<file path="src/rtl/alu_rs_scheduler_pkg.sv">
// Shared constants, opcode encoding and operand types for the ALU reservation station.
// The capture helper is the single place that decides how a waiting operand picks up a broadcast.
package alu_rs_scheduler_pkg;

    localparam int RS_SIZE             = 16;
    localparam int RS_IDX_W            = 4;
    localparam int INSIDE_OPCODE_WIDTH = 6;
    localparam int ROB_TAG_WIDTH       = 5;
    localparam int DATA_WIDTH          = 32;

    localparam logic [ROB_TAG_WIDTH-1:0] ZERO_TAG_ROB = '0;

    typedef enum logic [INSIDE_OPCODE_WIDTH-1:0] {
        NOP  = 6'd0,
        ADD  = 6'd1,
        SUB  = 6'd2,
        ADDI = 6'd3,
        SLT  = 6'd4,
        BEQ  = 6'd5,
        JAL  = 6'd6
    } inside_op_e;

    typedef struct packed {
        logic [DATA_WIDTH-1:0]    value;
        logic [ROB_TAG_WIDTH-1:0] tag;
    } operand_t;

    // A pending operand takes the ALU bus first, then the LSB bus; present operands pass through.
    function automatic operand_t capture(
        input operand_t                 src,
        input logic [ROB_TAG_WIDTH-1:0] alu_tag,
        input logic [DATA_WIDTH-1:0]    alu_value,
        input logic [ROB_TAG_WIDTH-1:0] lsb_tag,
        input logic [DATA_WIDTH-1:0]    lsb_value
    );
        operand_t res;
        res = src;
        if (src.tag != ZERO_TAG_ROB) begin
            if (src.tag == alu_tag) begin
                res = '{value: alu_value, tag: ZERO_TAG_ROB};
            end else if (src.tag == lsb_tag) begin
                res = '{value: lsb_value, tag: ZERO_TAG_ROB};
            end
        end
        return res;
    endfunction

endpackage

</file>
<file path="src/rtl/alu_rs_scheduler_prio_enc.sv">
// Lowest-set-bit priority encoder: returns the index of the lowest request and whether any was set.
module rs_prio_enc #(
    parameter int N = 16,
    parameter int W = 4
) (
    input  logic [N-1:0] req,
    output logic [W-1:0] idx,
    output logic         found
);

    // Scanning downward lets the lowest set bit be the last one written.
    always_comb begin
        idx   = '0;
        found = 1'b0;
        for (int i = N - 1; i >= 0; i--) begin
            if (req[i]) begin
                idx   = W'(i);
                found = 1'b1;
            end
        end
    end

endmodule

</file>
<file path="src/rtl/alu_rs_scheduler.sv">
// ALU reservation station: buffers dispatched ops, wakes operands from both result buses,
// and issues the lowest-index ready entry onto registered ALU operand outputs each cycle.
module alu_rs_scheduler
    import alu_rs_scheduler_pkg::*;
#(
    parameter int RS_SIZE  = alu_rs_scheduler_pkg::RS_SIZE,
    parameter int RS_IDX_W = alu_rs_scheduler_pkg::RS_IDX_W
) (
    input  logic                           clk,
    input  logic                           rst,
    input  logic                           rdy,
    input  logic                           clear,
    input  logic                           in_valid,
    input  logic [INSIDE_OPCODE_WIDTH-1:0] in_op,
    input  logic [DATA_WIDTH-1:0]          in_value1,
    input  logic [DATA_WIDTH-1:0]          in_value2,
    input  logic [ROB_TAG_WIDTH-1:0]       in_tag1,
    input  logic [ROB_TAG_WIDTH-1:0]       in_tag2,
    input  logic [DATA_WIDTH-1:0]          in_imm,
    input  logic [DATA_WIDTH-1:0]          in_pc,
    input  logic [ROB_TAG_WIDTH-1:0]       in_rob_tag,
    output logic                           out_full,
    input  logic [ROB_TAG_WIDTH-1:0]       cdb_alu_tag,
    input  logic [DATA_WIDTH-1:0]          cdb_alu_value,
    input  logic [ROB_TAG_WIDTH-1:0]       cdb_lsb_tag,
    input  logic [DATA_WIDTH-1:0]          cdb_lsb_value,
    output logic [INSIDE_OPCODE_WIDTH-1:0] out_op,
    output logic [DATA_WIDTH-1:0]          out_value1,
    output logic [DATA_WIDTH-1:0]          out_value2,
    output logic [DATA_WIDTH-1:0]          out_imm,
    output logic [DATA_WIDTH-1:0]          out_pc,
    output logic [ROB_TAG_WIDTH-1:0]       out_rob_tag
);

    logic [RS_SIZE-1:0]             busy;
    logic [INSIDE_OPCODE_WIDTH-1:0] op_q    [RS_SIZE];
    operand_t                       opnd1_q [RS_SIZE];
    operand_t                       opnd2_q [RS_SIZE];
    logic [DATA_WIDTH-1:0]          imm_q   [RS_SIZE];
    logic [DATA_WIDTH-1:0]          pc_q    [RS_SIZE];
    logic [ROB_TAG_WIDTH-1:0]       rob_q   [RS_SIZE];
    logic [RS_IDX_W:0]              count;

    logic [RS_SIZE-1:0]  ready_vec;
    logic [RS_IDX_W-1:0] free_idx;
    logic [RS_IDX_W-1:0] ready_idx;
    logic                free_found;
    logic                ready_found;
    logic                accept;
    logic                issue;
    operand_t            disp1;
    operand_t            disp2;
    operand_t            wake1 [RS_SIZE];
    operand_t            wake2 [RS_SIZE];

    always_comb begin
        for (int i = 0; i < RS_SIZE; i++) begin
            ready_vec[i] = busy[i] && (opnd1_q[i].tag == ZERO_TAG_ROB)
                                   && (opnd2_q[i].tag == ZERO_TAG_ROB);
        end
    end

    rs_prio_enc #(.N(RS_SIZE), .W(RS_IDX_W)) u_free_enc (
        .req   (~busy),
        .idx   (free_idx),
        .found (free_found)
    );

    rs_prio_enc #(.N(RS_SIZE), .W(RS_IDX_W)) u_ready_enc (
        .req   (ready_vec),
        .idx   (ready_idx),
        .found (ready_found)
    );

    assign out_full = (count == (RS_IDX_W + 1)'(RS_SIZE));
    assign accept   = in_valid && !out_full && free_found;
    assign issue    = ready_found;

    // Dispatch bypass and wakeup share the same capture rule, so a tag seen on a bus is never missed.
    always_comb begin
        disp1 = capture('{value: in_value1, tag: in_tag1},
                        cdb_alu_tag, cdb_alu_value, cdb_lsb_tag, cdb_lsb_value);
        disp2 = capture('{value: in_value2, tag: in_tag2},
                        cdb_alu_tag, cdb_alu_value, cdb_lsb_tag, cdb_lsb_value);
        for (int i = 0; i < RS_SIZE; i++) begin
            wake1[i] = capture(opnd1_q[i], cdb_alu_tag, cdb_alu_value, cdb_lsb_tag, cdb_lsb_value);
            wake2[i] = capture(opnd2_q[i], cdb_alu_tag, cdb_alu_value, cdb_lsb_tag, cdb_lsb_value);
        end
    end

    // Control state and the registered issue port; the freed and the written entry never coincide.
    always_ff @(posedge clk or negedge rst) begin
        if (!rst) begin
            busy        <= '0;
            count       <= '0;
            out_op      <= NOP;
            out_value1  <= '0;
            out_value2  <= '0;
            out_imm     <= '0;
            out_pc      <= '0;
            out_rob_tag <= ZERO_TAG_ROB;
        end else if (rdy) begin
            if (clear) begin
                busy        <= '0;
                count       <= '0;
                out_op      <= NOP;
                out_value1  <= '0;
                out_value2  <= '0;
                out_imm     <= '0;
                out_pc      <= '0;
                out_rob_tag <= ZERO_TAG_ROB;
            end else begin
                if (issue) begin
                    busy[ready_idx] <= 1'b0;
                    out_op          <= op_q[ready_idx];
                    out_value1      <= opnd1_q[ready_idx].value;
                    out_value2      <= opnd2_q[ready_idx].value;
                    out_imm         <= imm_q[ready_idx];
                    out_pc          <= pc_q[ready_idx];
                    out_rob_tag     <= rob_q[ready_idx];
                end else begin
                    out_op      <= NOP;
                    out_value1  <= '0;
                    out_value2  <= '0;
                    out_imm     <= '0;
                    out_pc      <= '0;
                    out_rob_tag <= ZERO_TAG_ROB;
                end
                if (accept) begin
                    busy[free_idx] <= 1'b1;
                end
                count <= count + (RS_IDX_W + 1)'(accept) - (RS_IDX_W + 1)'(issue);
            end
        end
    end

    // NOTE: the payload arrays are deliberately not reset; busy alone decides whether an entry is live.
    always_ff @(posedge clk) begin
        if (rdy && !clear) begin
            for (int i = 0; i < RS_SIZE; i++) begin
                opnd1_q[i] <= wake1[i];
                opnd2_q[i] <= wake2[i];
            end
            if (accept) begin
                op_q[free_idx]    <= in_op;
                opnd1_q[free_idx] <= disp1;
                opnd2_q[free_idx] <= disp2;
                imm_q[free_idx]   <= in_imm;
                pc_q[free_idx]    <= in_pc;
                rob_q[free_idx]   <= in_rob_tag;
            end
        end
    end

endmodule

</file>
<file path="config.mk">
export PLATFORM = sky130hd
export DESIGN_NAME = alu_rs_scheduler
export DESIGN_NICKNAME = d
export VERILOG_FILES = /design/src/rtl/alu_rs_scheduler_pkg.sv /design/src/rtl/alu_rs_scheduler_prio_enc.sv /design/src/rtl/alu_rs_scheduler.sv
export SDC_FILE = /design/constraint.sdc
export NUM_CORES = 2
export LEC_CHECK = 0
export BUFFER_PORTS_ARGS = -buffer_cell sky130_fd_sc_hd__buf_2
export CORE_MARGIN = 2
export CORE_UTILIZATION = 40
export CTS_BUF_LIST = sky130_fd_sc_hd__clkbuf_8
export CTS_CLUSTER_SIZE = 12
export DETAILED_ROUTE_END_ITERATION = 6
export PLACE_DENSITY = 0.56
export RECOVER_POWER = 25
export SETUP_SLACK_MARGIN = 0.2
export SLEW_MARGIN = 5
export SYNTH_ARGS = -nofsm -noshare
export SYNTH_HDL_FRONTEND = slang
export SYNTH_HIERARCHICAL = 1
export SYNTH_SLANG_ARGS = --single-unit
</file>
<file path="constraint.sdc">
create_clock -name clk -period 12.4 [get_ports clk]
set_clock_uncertainty 0.05 [all_clocks]
set_input_delay 0 -clock clk [delete_from_list [all_inputs] [get_ports clk]]
set_output_delay 0 -clock clk [all_outputs]
set_load 0.02 [all_outputs]
</file>
==> results.md <==
* CP Max Fanout at 127
* Fin crit share at 52.85%
* Leak at 0.04844 uW
* Clock transition at the registers of the reported paths at 0.06 ns
* Kind of critical path: flip-flop to flip-flop
* Top FF cell, synth: edfxtp_1
* Top-area cell type share of the netlist area at 57.19%
* Fin nets at 9343
* Hold Path Class: primary input to flip-flop
* TritonCTS Buffers at 435
* Worst skew pair latency at 1.11 ns
* Htree depth at 5
* Area contributors post-synth: edfxtp_1, mux4_2, mux2_2
* Cells after Synth at 8586
* Most instantiated library cell after synthesis: edfxtp_1
* #FFs+latches synth at 2544
* Vias post-DR at 83420
* CP top delay family: buffers and inverters
* First-pass GRT wire length at 628300 microns
* Die area at 0.3174 sq mm
* Fin Setup TNS at 0 ns
* Most area-hungry cell type in the Yosys netlist: edfxtp_1
* Postcts setup bufs at 0
* Initial core utilization at 40.17%
* Syn nets at 8821
* Setup crit start kind: flip-flop
* GRT overflow at 0
* Max_slew headroom at -246.2%
* R2R setup slack at 5.85 ns
* Post-synth EDFFs at 2384
* Layout fillers at 27470
* WL/cell at 33.02 microns
* Drt pass-1 iters at 6
* Largest net degree at the start of global routing at 142
* Seq/Total Area, Yosys at 60.39%
* Mapped Avg Cell Area at 14.58 sq um
* Slowest Stage Delay on Critical Path at 0.85 ns
* Number of DRC markers in iteration 0 at 10650
* Worst path cell trace: or4_1 > nor2_1 > nor4b_1 > nor2_1 > o21ai_0 > nand2_1 > a31oi_4 > buf_12 > buf_4 > buf_4 > mux4_2 > mux4_2 > a32o_1
* Ys Warns at 6
* Area Overhead vs Synth at 14.47%
* Initial antenna violation count at 31
* Die Wd at 563.4 microns
* Post-DP HPWL at 234400 microns
* Fin util at 45.98%
* Bufs and invs on worst path at 3
* Synth cell count leaders: edfxtp_1, nand2_1, mux4_2
* Io pins at 368
* PwrDens at 129.4 mW/mm^2
* CTS resizes at 0
* Worst slew pin tran at 5.193 ns
* Ys async rst share at 6.289%
* Max VDD drop at 0.00008546 V
* Area after DPL at 0.1308 sq mm
* Gpl congestion at 0.8446
* Core Region at 0.3116 sq mm
* Finish-stage setup viols at 0
* Row count at 205
* Sink Count at 2544
* Clk network pwr share at 39.8%
* Worst EP required at 13.31 ns
* DRT Wirelength at 449800 microns
* Final Cell Area at 0.1433 sq mm
* Status: complete, but fails checks
* Port Buf Inserts at 367
* Setup repair after global routing missed its margin: false
* Sw power at 4633 uW
* Gate power share at 8.8%
* Final hold violation count at 0
* GRT Total Usage at 27.81%
* Routed Antenna Nets at 0
* Layout cells sized above 1 at 27.75%
* Maxcap violations at 3
* Seq pwr share at 51.4%
* Post-synth cell types at 58
* Min Clock Period, post-route at 6.553 ns
* Failing checks: max-capacitance violations, max-slew violations
* Cell Int Power at 13910 uW
* Crit. End Element: flip-flop
* Die Height at 563.4 microns
* CP max-delay cell: buf_4
* Vias per cell at 6.123
* Vias in the first global route at 83420
* Switching share of power at 24.98%
* CTS tree: built
* Layout Cells excl Fill at 13620
* Root buffer cell: clkbuf_8
* Mapped Area at 0.1252 sq mm
* Pins Over Slew Limit at 114
* Placed Cells at 12390
* Crit path DAT at 7.47 ns
* Bufs on Longest Clock Path at 4
* Residual DRC at 0
* Fmax at 0.1526 GHz
placed cells by master, fill, tap and decap left out, types with 14 or more instances in the layout:
master and instances:
or4_1 32, xor2_1 165, a211oi_1 295, nor3_4 24, o31ai_4 28, mux2_1 90, nor3_1 74, and3_1 16
clkinv_1 77, inv_1 207, dlygate4sd3_1 422, nand2_1 800, o21ai_2 30, a2111oi_0 32, o21ai_1 625, a221oi_4 30
clkinv_2 41, buf_4 206, nor2b_1 303, inv_6 14, mux4_2 695, dfrtp_1 160, o21ai_0 162, a32o_1 139
edfxtp_1 2384, a21oi_1 316, nor2_1 247, nand3_1 36, xnor2_1 177, a31oi_1 39, clkbuf_8 479, mux2_2 639
buf_2 353
worst register-to-register path, cell delays in order, from the launching register on:
cell	delay [ns]
edfxtp_1	0.43
or4_1	0.54
nor2_1	0.25
nor4b_1	0.55
nor2_1	0.23
o21ai_0	0.13
nand2_1	0.11
a31oi_4	0.36
buf_12	0.59
buf_4	1.20
buf_4	0.79
mux4_2	0.46
mux4_2	0.47
a32o_1	0.27
sequential cells by signal, indices dropped and copies added, names as in the netlist, 6 cells and up:
register and flops:
opnd1_q 592, pc_q 512, opnd2_q 592, busy 16, out_value1 32, op_q 96
out_pc 32, imm_q 512, out_imm 32, out_op 6, out_value2 32, rob_q 80
area by class of cell:
class                      count  area, sq um  share of cell area, %
antenna                        9        22.52                0.01572
clock buffer                 479         6593                  4.600
clock inverter               325         1713                  1.195
inverter                      47        279.0                 0.1947
multi-input combinational   5077        46190                  32.23
sequential                  2544        75590                  52.75
tap                         4140         5180                  3.615
timing repair buffer        1003         7735                  5.398
cells by family after synthesis:
logic type,count (synthesis),share of synthesized area (%)
buf+inv,965,3.393
simple gates,1583,5.813
fa+ha+maj,7,0.07596
xor+xnor,342,2.393
mux,1425,19.07
flops,2544,60.39
compound gates,1720,8.870
routing by layer:
metal,vias up,track usage (%),wire length [microns]
li1,34500,-,-
met1,43280,37.26,177400
met2,4716,45.09,212800
met3,921,5.303,42720
met4,8,10.14,16800
met5,-,0,46
timing repair:
item | 4_1_cts | 5_1_grt
hold endpoints to repair | 2613 | 0
endpoints found under the setup margin | 0 | 0
hold buffers | 423 | 0
power groups by stage:
stage	sequential, uW	clock, uW	combinational, uW
final	9540	7380	1620
after CTS	9540	7490	1600
after floorplan	9710	0	932
after detailed placement	9710	0	1480
after global placement	9710	0	1440
after global routing	9540	7850	1730
path summary, 6_finish.rpt:
check	startpoint	to	cells after the start
max	opnd1_q[3][1]$_SDFFCE_PN0P_	out_pc[15]$_DFFE_PN0P_	13
min	rdy	count[4]$_DFFE_PN0P_	4
max reg2reg	opnd1_q[3][1]$_SDFFCE_PN0P_	out_pc[15]$_DFFE_PN0P_	13
min reg2reg	out_pc[8]$_DFFE_PN0P_	out_pc[8]$_DFFE_PN0P_	1
max in group asynchronous	rst	out_value2[5]$_DFFE_PN0P_	4
min in group asynchronous	rst	out_value2[21]$_DFFE_PN0P_	4
stage by stage:
step	setup WS, ns	hold WS (ns)	power (uW)
after floorplan	7.550	-0.3456	10640
after global placement	5.711	0.03997	11150
after detailed placement	5.793	0.04047	11190
after CTS	5.813	0.005104	18640
after global routing	5.392	0.09532	19120
final	5.847	0.06826	18550
Power figures use the tool's default switching activity.
